==> src/rtl/uart_tx_fifo.sv <==
// Byte FIFO feeding an 8N1 UART transmitter; WCNT clocks per bit, DEPTH FIFO entries.
// Define UART_TX_PARITY_EN to add an even-parity bit between D7 and the stop bit.
module uart_tx_fifo #(
    parameter int WCNT  = 100,
    parameter int DEPTH = 16
) (
    input  logic                     clk,
    input  logic                     i_rst,
    input  logic [7:0]               i_data,
    input  logic                     i_valid,
    output logic                     o_ready,
    output logic                     o_txd,
    output logic                     o_busy,
    output logic [$clog2(DEPTH):0]   o_count
);

    localparam int AW = $clog2(DEPTH);
    localparam int CW = AW + 1;
    localparam logic [CW-1:0] FULL   = CW'(DEPTH);
    localparam logic [11:0]   RELOAD = 12'(WCNT - 1);

    typedef enum logic [2:0] {
        IDLE,
        START,
        DATA,
`ifdef UART_TX_PARITY_EN
        PARITY,
`endif
        STOP
    } state_t;

    state_t      state, state_nx;
    logic [11:0] bit_cnt, bit_cnt_nx;
    logic [2:0]  bit_idx, bit_idx_nx;
    logic [7:0]  shreg, shreg_nx;
    logic        txd_nx;
    logic        pop, wr, has_data, bit_end;
    logic [AW-1:0] wptr, rptr;
    logic [7:0]  mem [DEPTH];
    logic [7:0]  head;

`ifdef UART_TX_PARITY_EN
    logic par_r;

    function automatic logic even_par(input logic [7:0] b);
        return ^b;
    endfunction
`endif

    assign has_data = (o_count != '0);
    assign o_ready  = (o_count != FULL);
    assign o_busy   = has_data || (state != IDLE);
    assign wr       = i_valid && o_ready;
    assign bit_end  = (bit_cnt == '0);
    assign head     = mem[rptr];

    always_comb begin
        state_nx   = state;
        bit_idx_nx = bit_idx;
        shreg_nx   = shreg;
        txd_nx     = o_txd;
        pop        = 1'b0;
        bit_cnt_nx = bit_cnt;
        if (state != IDLE)
            bit_cnt_nx = bit_end ? RELOAD : bit_cnt - 12'd1;

        case (state)
            IDLE: begin
                if (has_data) begin
                    pop        = 1'b1;
                    shreg_nx   = head;
                    txd_nx     = 1'b0;
                    bit_cnt_nx = RELOAD;
                    state_nx   = START;
                end
            end
            START: begin
                if (bit_end) begin
                    txd_nx     = shreg[0];
                    bit_idx_nx = 3'd0;
                    state_nx   = DATA;
                end
            end
            DATA: begin
                if (bit_end) begin
                    bit_idx_nx = bit_idx + 3'd1;
                    if (bit_idx == 3'd7) begin
`ifdef UART_TX_PARITY_EN
                        txd_nx   = par_r;
                        state_nx = PARITY;
`else
                        txd_nx   = 1'b1;
                        state_nx = STOP;
`endif
                    end else begin
                        txd_nx   = shreg[1];
                        shreg_nx = {1'b0, shreg[7:1]};
                    end
                end
            end
`ifdef UART_TX_PARITY_EN
            PARITY: begin
                if (bit_end) begin
                    txd_nx   = 1'b1;
                    state_nx = STOP;
                end
            end
`endif
            STOP: begin
                // Back-to-back frames: the next start bit begins on the stop bit's final edge.
                if (bit_end) begin
                    if (has_data) begin
                        pop        = 1'b1;
                        shreg_nx   = head;
                        txd_nx     = 1'b0;
                        bit_cnt_nx = RELOAD;
                        state_nx   = START;
                    end else begin
                        txd_nx     = 1'b1;
                        bit_cnt_nx = 12'd0;
                        state_nx   = IDLE;
                    end
                end
            end
            default: begin
                txd_nx     = 1'b1;
                bit_cnt_nx = 12'd0;
                state_nx   = IDLE;
            end
        endcase
    end

    always_ff @(posedge clk) begin
        if (i_rst) begin
            state   <= IDLE;
            o_txd   <= 1'b1;
            bit_cnt <= 12'd0;
            bit_idx <= 3'd0;
            wptr    <= '0;
            rptr    <= '0;
            o_count <= '0;
        end else begin
            state   <= state_nx;
            o_txd   <= txd_nx;
            bit_cnt <= bit_cnt_nx;
            bit_idx <= bit_idx_nx;
            if (wr)
                wptr <= wptr + 1'b1;
            if (pop)
                rptr <= rptr + 1'b1;
            case ({wr, pop})
                2'b10:   o_count <= o_count + 1'b1;
                2'b01:   o_count <= o_count - 1'b1;
                default: o_count <= o_count;
            endcase
        end
    end

    // Storage and shift register carry data only; pointers and count gate their meaning.
    always_ff @(posedge clk) begin
        if (wr)
            mem[wptr] <= i_data;
        shreg <= shreg_nx;
`ifdef UART_TX_PARITY_EN
        if (pop)
            par_r <= even_par(head);
`endif
    end

endmodule

==> config.mk <==
export PLATFORM = sky130hd
export DESIGN_NAME = uart_tx_fifo
export DESIGN_NICKNAME = d
export VERILOG_FILES = /design/src/rtl/uart_tx_fifo.sv
export SDC_FILE = /design/constraint.sdc
export NUM_CORES = 1
export LEC_CHECK = 0
export BUFFER_PORTS_ARGS = -buffer_cell sky130_fd_sc_hd__buf_2
export CORE_MARGIN = 5
export CORE_UTILIZATION = 40
export CTS_CLUSTER_DIAMETER = 40
export CTS_CLUSTER_SIZE = 16
export DETAILED_ROUTE_END_ITERATION = 8
export HOLD_SLACK_MARGIN = 0.06
export PLACE_DENSITY = 0.66
export SKIP_LAST_GASP = 1
export SYNTH_ARGS = -nofsm -noshare
export SYNTH_HDL_FRONTEND = slang
export SYNTH_SLANG_ARGS = --single-unit
==> constraint.sdc <==
create_clock -name clk -period 3.2 [get_ports clk]
set_input_delay 0.16 -clock clk [delete_from_list [all_inputs] [get_ports clk]]
set_output_delay 0.16 -clock clk [all_outputs]
set_load 0.03 [all_outputs]
==> key figures, run 1 <==
Power
  – Power Dens Cells: 834 nW/um^2
  – Comb pwr share: 31.2%
  – Switch share: 33.0%
  – LEAKAGE: 2.76 nW
  – Seq pwr share: 41.6%
  – Switching power: 0.00227 W
  – Clock power share: 27.2%
  – P_int: 0.00461 W
  – Maximum VDD drop: 482 uV

Timing
  – Setup TNS: 0 ns
  – PnR worst setup slack: 0.225 ns
  – Slew Limit Fails: 0
  – RSZ-0062 raised after global routing: no
  – Max-slew headroom: 43.8%
  – Final setup fails: 0
  – Worst-Margin Slew: 0.839 ns
  – Fin crit share: 93.0%
  – Final period demand of the worst path: 2.98 ns
  – Final Hold Fails: 0
  – Fmax: 336 MHz
  – Clock Skew: 0.00929 ns

Clock tree
  – H-tree levels: 4
  – CTS tree: yes
  – Clk buf depth: 2
  – CTS Sinks: 171
  – Root buffer cell: clkbuf_16
  – Clk Latency, worst-skew pair: 0.42 ns
  – Post-CTS Setup Inserts: 0
  – Cts hold-fix bufs: 0
  – Num CTS Buffers: 17
  – Clock-pin transition on the worst setup and hold timing paths: 0.07 ns

Yosys
  – Post-Synthesis Cell Area: 7220 sq um
  – Synth Flop Type: edfxtp_1
  – Post-synth EDFFs: 136
  – Synth Area per Inst: 15.8 sq um
  – Top cell type's share of synthesized area: 56.6%
  – Synth area leaders: edfxtp_1 57%, mux4_2 12%, dfxtp_1 9.7%, ha_1 2.8%, nor2_1 2.5%
  – Largest area contributor in the netlist: edfxtp_1
  – Most frequent cell after synthesis: edfxtp_1
  – Seq/Total Area, Yosys: 66.3%
  – FF+latch count, synth: 171
  – Cell variety after synth: 59
  – Most frequent cells after synthesis: 136 x edfxtp_1, 49 x nor2_1, 40 x mux4_2, 35 x dfxtp_1
  – Asr flop ratio synth: 0%
  – Syn nets: 484
  – Synth Warn #: 0
  – Mapped Cells: 457

Routing
  – Wire per inst: 18.7 um
  – Via count: 3996
  – Vias per cell: 5.41
  – Final WL: 13800 um
  – Drt pass-1 iters: 5
  – Post-route ant nets: 0
  – DRC: 0
  – 1st-iter DRT viols: 218

Placed design
  – I/O Buffers: 18
  – Global placer's final weighted congestion: 0.856
  – DP Area: 7700 sq um
  – Detailed Place HPWL: 9370 um
  – Post-Place Setup Slack: 0.184 ns

Min path
  – Hold path endpoint: mem[6][6]
  – Min-delay src: i_data[6]
  – Hold WC Path Type: primary input to flip-flop
  – Hold depth: 1

Critical path
  – Critical path class: flip-flop to flip-flop
  – FF-to-FF End: o_count[4]
  – Worst Reg-to-Reg Cells: 10
  – Critical path startpoint category: flip-flop
  – CP Capture Type: flip-flop
  – Reg2Reg Setup Slack: 0.22 ns
  – CP required: 3.54 ns
  – Crit-path max FO: 9
  – Worst EP arrival: 3.31 ns
  – Worst R2R Start: o_count[2]

Final layout
  – Sequential Area: 4790 sq um
  – Diode count: 0
  – Area of the multi-input gates: 2290 sq um
  – # fillers: 1501
  – Final net count: 525
  – Share of layout cells above drive strength 1: 24.3%
  – Area grow syn2layout: 14.3%
  – Final Cell Area: 8250 sq um

Floorplan
  – Core area: 17800 sq um
  – Starting Density: 40.5%
  – DIE WIDTH: 144 um
  – DIE AREA: 20800 sq um
  – Die height: 144 um
  – Rows: 49
  – IO Count: 19

Run
  – MaxCap Viol Count: 0

Status
  – Status: finished, final reports clean

Global routing
  – Antenna violations before repair: 0
  – Vias in the first global route: 4102
  – Gr usage total: 14.1%
  – First-pass GRT wire length: 22000 um
  – Largest net degree at the start of global routing: 30
  – Global route overflow: 0
## final cells by class
cell class / count / share of cell area (%)
Clock buffer: 18 / 5.20
Clock inverter: 13 / 1.34
Inverter: 14 / 0.637
Multi-Input combinational cell: 249 / 27.8
Sequential cell: 171 / 58.0
Tap cell: 229 / 3.47
Timing Repair Buffer: 45 / 3.55
## metal layers
metal	routed length (um)	global-route usage [%]
met4	134	4.17
met3	454	3.27
met1	6110	18.5
met2	7120	23.4
met5	0	0
## stage by stage
step / instances / hold WS [ns] / util (%) / power [W]
5_1_grt: 739 / 0.111 / 46.2 / 0.00724
4_1_cts: 739 / 0.101 / 46.2 / 0.00692
2_1_floorplan: 457 / 0.259 / - / 0.00442
3_5_place_dp: 708 / 0.476 / 43.2 / 0.00504
3_3_place_gp: 708 / 0.462 / 43.2 / 0.00496
6_report: 739 / 0.116 / 46.2 / 0.00688
## worst max-delay path by stage
stage	to	cells after the start	start
3_3_place_gp	o_count[4]	10	o_count[2]
3_5_place_dp	o_count[4]	10	o_count[2]
6_report	o_count[4]	10	o_count[2]
2_1_floorplan	o_count[4]	11	o_count[1]
4_1_cts	o_count[4]	10	o_count[2]
5_1_grt	o_count[4]	12	bit_cnt[0]
## sequential cells by signal, indices dropped and copies added, names as in the netlist, named ones only
name / flops
bit_cnt: 12
bit_idx: 3
mem: 128
o_count: 5
o_txd: 1
rptr: 4
shreg: 8
state: 2
wptr: 4
## placed cells by master (no fill, tap or decap), types with 3 or more instances in the layout
cell,n
dfxtp_1,34
nand3_1,5
o31ai_1,3
clkinv_4,4
mux4_2,40
nand2b_1,5
inv_6,3
a21oi_1,10
nor3b_1,4
buf_4,27
a22o_1,7
inv_1,14
edfxtp_1,136
xor2_1,5
buf_2,18
xnor2_1,13
nand2_1,14
o21ai_0,6
mux2i_1,3
nand4_1,3
nor2_1,49
clkbuf_16,17
nor4_1,8
inv_8,3
ha_1,16
nor3_1,11
## power groups by stage
stage | registers [W] | logic (W) | clock network, W
finish | 0.00286 | 0.00214 | 0.00187
detailed placement | 0.00291 | 0.00212 | 0
global placement | 0.00289 | 0.00207 | 0
global route | 0.00290 | 0.00235 | 0.00199
CTS | 0.00286 | 0.00214 | 0.00192
floorplan | 0.00288 | 0.00154 | 0
## worst max-delay path, stage by stage, from the launching register on
cell      delay, ns
dfxtp_1        0.39
or4_4          0.59
o21ai_1        0.18
nor2_1         0.08
ha_1           0.28
ha_1           0.38
inv_1          0.06
a2111o_1       0.30
o31a_1         0.26
o31a_1         0.24
nor3_1         0.13
## what timing repair did
| action | CTS | global route |
|---|---|---|
| endpoints found under the hold margin | 0 | 0 |
| endpoints found under the setup margin | 0 | 1 |
| resized for setup | 0 | 1 |
## kinds of logic (layout without fill, tap and decap cells)
group | Yosys count | in the layout | share of synthesized area [%]
DFF | 171 | 171 | 66.3
and+or+nand+nor | 117 | 117 | 8.20
AOI/OAI and AO/OA | 54 | 54 | 5.46
muxes | 44 | 44 | 13.1
buffers and inverters | 37 | 90 | 2.03
xor gates and xnor gates | 18 | 18 | 2.18
adders and majority gates | 16 | 16 | 2.77
(Power assumes the default switching activity.)
==> run 2, diff against run 1 <==
Settings changed: MAX_ROUTING_LAYER from default to met4.
==> key figures, run 2 (synthesized netlist as in run 1, its figures left out) <==
Global routing
  – Most used routing layer: met2
  – Largest net degree at the start of global routing: 30
  – M2 GR Usage: 23.6%
  – Gr usage total: 14.5%
  – First-pass GRT wire length: 22000 um
  – Vias in the first global route: 4121
  – Antenna violations before repair: 0
  – GRT met3 Usage: 3.27%
  – Global route overflow: 0
  – GR met1 Demand/Resource: 18.4%

Placed design
  – Detailed Place HPWL: 9370 um
  – Global placer's final weighted congestion: 0.870
  – I/O Buffers: 18
  – Post-Place Setup Slack: 0.184 ns
  – DP Area: 7700 sq um

Timing
  – Max-slew headroom: 43.2%
  – Fin crit share: 93.0%
  – Slew Limit Fails: 0
  – Clock Skew: 0.0106 ns
  – Setup TNS: 0 ns
  – Final setup fails: 0
  – Fmax: 336 MHz
  – Worst-Margin Slew: 0.848 ns
  – Final period demand of the worst path: 2.98 ns
  – RSZ-0062 raised after global routing: no
  – PnR worst setup slack: 0.225 ns
  – Final Hold Fails: 0

Clock tree
  – CTS tree: yes
  – Post-CTS Setup Inserts: 0
  – Num CTS Buffers: 17
  – Root buffer cell: clkbuf_16
  – CTS Sinks: 171
  – Clock-pin transition on the worst setup and hold timing paths: 0.06 ns
  – Clk buf depth: 2
  – H-tree levels: 4
  – Clk Latency, worst-skew pair: 0.42 ns

Critical path
  – Critical path class: flip-flop to flip-flop
  – Critical path startpoint category: flip-flop
  – Worst Reg-to-Reg Cells: 10
  – CP Capture Type: flip-flop
  – CP required: 3.53 ns
  – Crit-path max FO: 9
  – Worst EP arrival: 3.31 ns

Floorplan
  – Die height: 144 um
  – DIE WIDTH: 144 um
  – DIE AREA: 20800 sq um
  – Rows: 49
  – IO Count: 19
  – Starting Density: 40.5%
  – Core area: 17800 sq um

Final layout
  – Share of layout cells above drive strength 1: 24.3%
  – Number of flip-flops in the largest register: 128
  – Area of the multi-input gates: 2290 sq um
  – # fillers: 1501
  – Reg with most FFs: mem
  – Final Cell Area: 8250 sq um
  – Top flop regs: mem (128), bit_cnt (12), shreg (8)
  – Commonest non-fill, non-tap cells in the layout: 136 x edfxtp_1, 49 x nor2_1, 40 x mux4_2
  – Final net count: 525
  – Area grow syn2layout: 14.3%
  – Most common cell after layout, fill and taps aside: edfxtp_1
  – Sequential Area: 4790 sq um
  – Diode count: 0

Status
  – Status: finished, final reports clean

Routing
  – Final WL: 13800 um
  – DRC: 0
  – Wire per inst: 18.6 um
  – 1st-iter DRT viols: 238
  – Vias per cell: 5.40
  – Via count: 3987
  – Post-route ant nets: 0
  – Drt pass-1 iters: 5

Power
  – Maximum VDD drop: 477 uV
  – LEAKAGE: 2.76 nW
  – Power Dens Cells: 832 nW/um^2

Min path
  – Hold WC Path Type: primary input to flip-flop
  – Hold depth: 1

Run
  – MaxCap Viol Count: 0
run 2: cell counts in the layout (fill, tap and decap cells not counted):
No cell type changed its count.
run 2: cell type report:
| type | count | area share, % |
|---|---|---|
| flip-flops and latches | 171 | 58.0 |
| multi-input cells | 249 | 27.8 |
| clock buffers | 18 | 5.20 |
| repair buffers | 45 | 3.55 |
| well taps | 229 | 3.47 |
| clock inverters | 13 | 1.34 |
| inverters | 14 | 0.637 |
run 2: power by group:
group,internal [W],total (W),switching [W],leakage [nW]
Sequential,0.00267,0.00286,0.000195,1.52
Combinational,0.000931,0.00214,0.00121,0.978
Clock,0.00101,0.00186,0.000852,0.262
Total,0.00461,0.00686,0.00225,2.76
run 2: timing repair:
| item | in CTS | in global routing |
|---|---|---|
| setup endpoints to repair | 0 | 1 |
| hold endpoints to repair | 0 | 0 |
| hold buffers | 0 | 0 |
| gates resized for setup | 0 | 1 |
run 2: layer usage:
metal	wire length [um]	part of all wire [%]
met1	6040	44
met2	7120	52
met3	496	3.6
met4	115	0.83
met5	0	0
run 2: final timing paths:
check	startpoint	endpoint	slack, ns
setup / recovery	o_count[2]	o_count[4]	0.22
hold / removal	i_data[6]	mem[7][6]	0.12
setup reg to reg	o_count[2]	o_count[4]	0.22
hold reg to reg	o_txd	o_txd	0.48
run 2: worst max-delay path, cell delays in order (launching register included):
cell      delay, ns
dfxtp_1        0.39
or4_4          0.59
o21ai_1        0.18
nor2_1         0.08
ha_1           0.28
ha_1           0.38
inv_1          0.06
a2111o_1       0.30
o31a_1         0.26
o31a_1         0.24
nor3_1         0.13
run 2: stage by stage:
stage               utilization [%]  hold slack (ns)  total power, W  std cells
floorplan                         -            0.259         0.00442        457
global placement               43.2            0.462         0.00496        708
detailed placement             43.2            0.476         0.00504        708
CTS                            46.2            0.101         0.00692        739
global route                   46.2            0.110         0.00724        739
finish                         46.2            0.119         0.00686        739
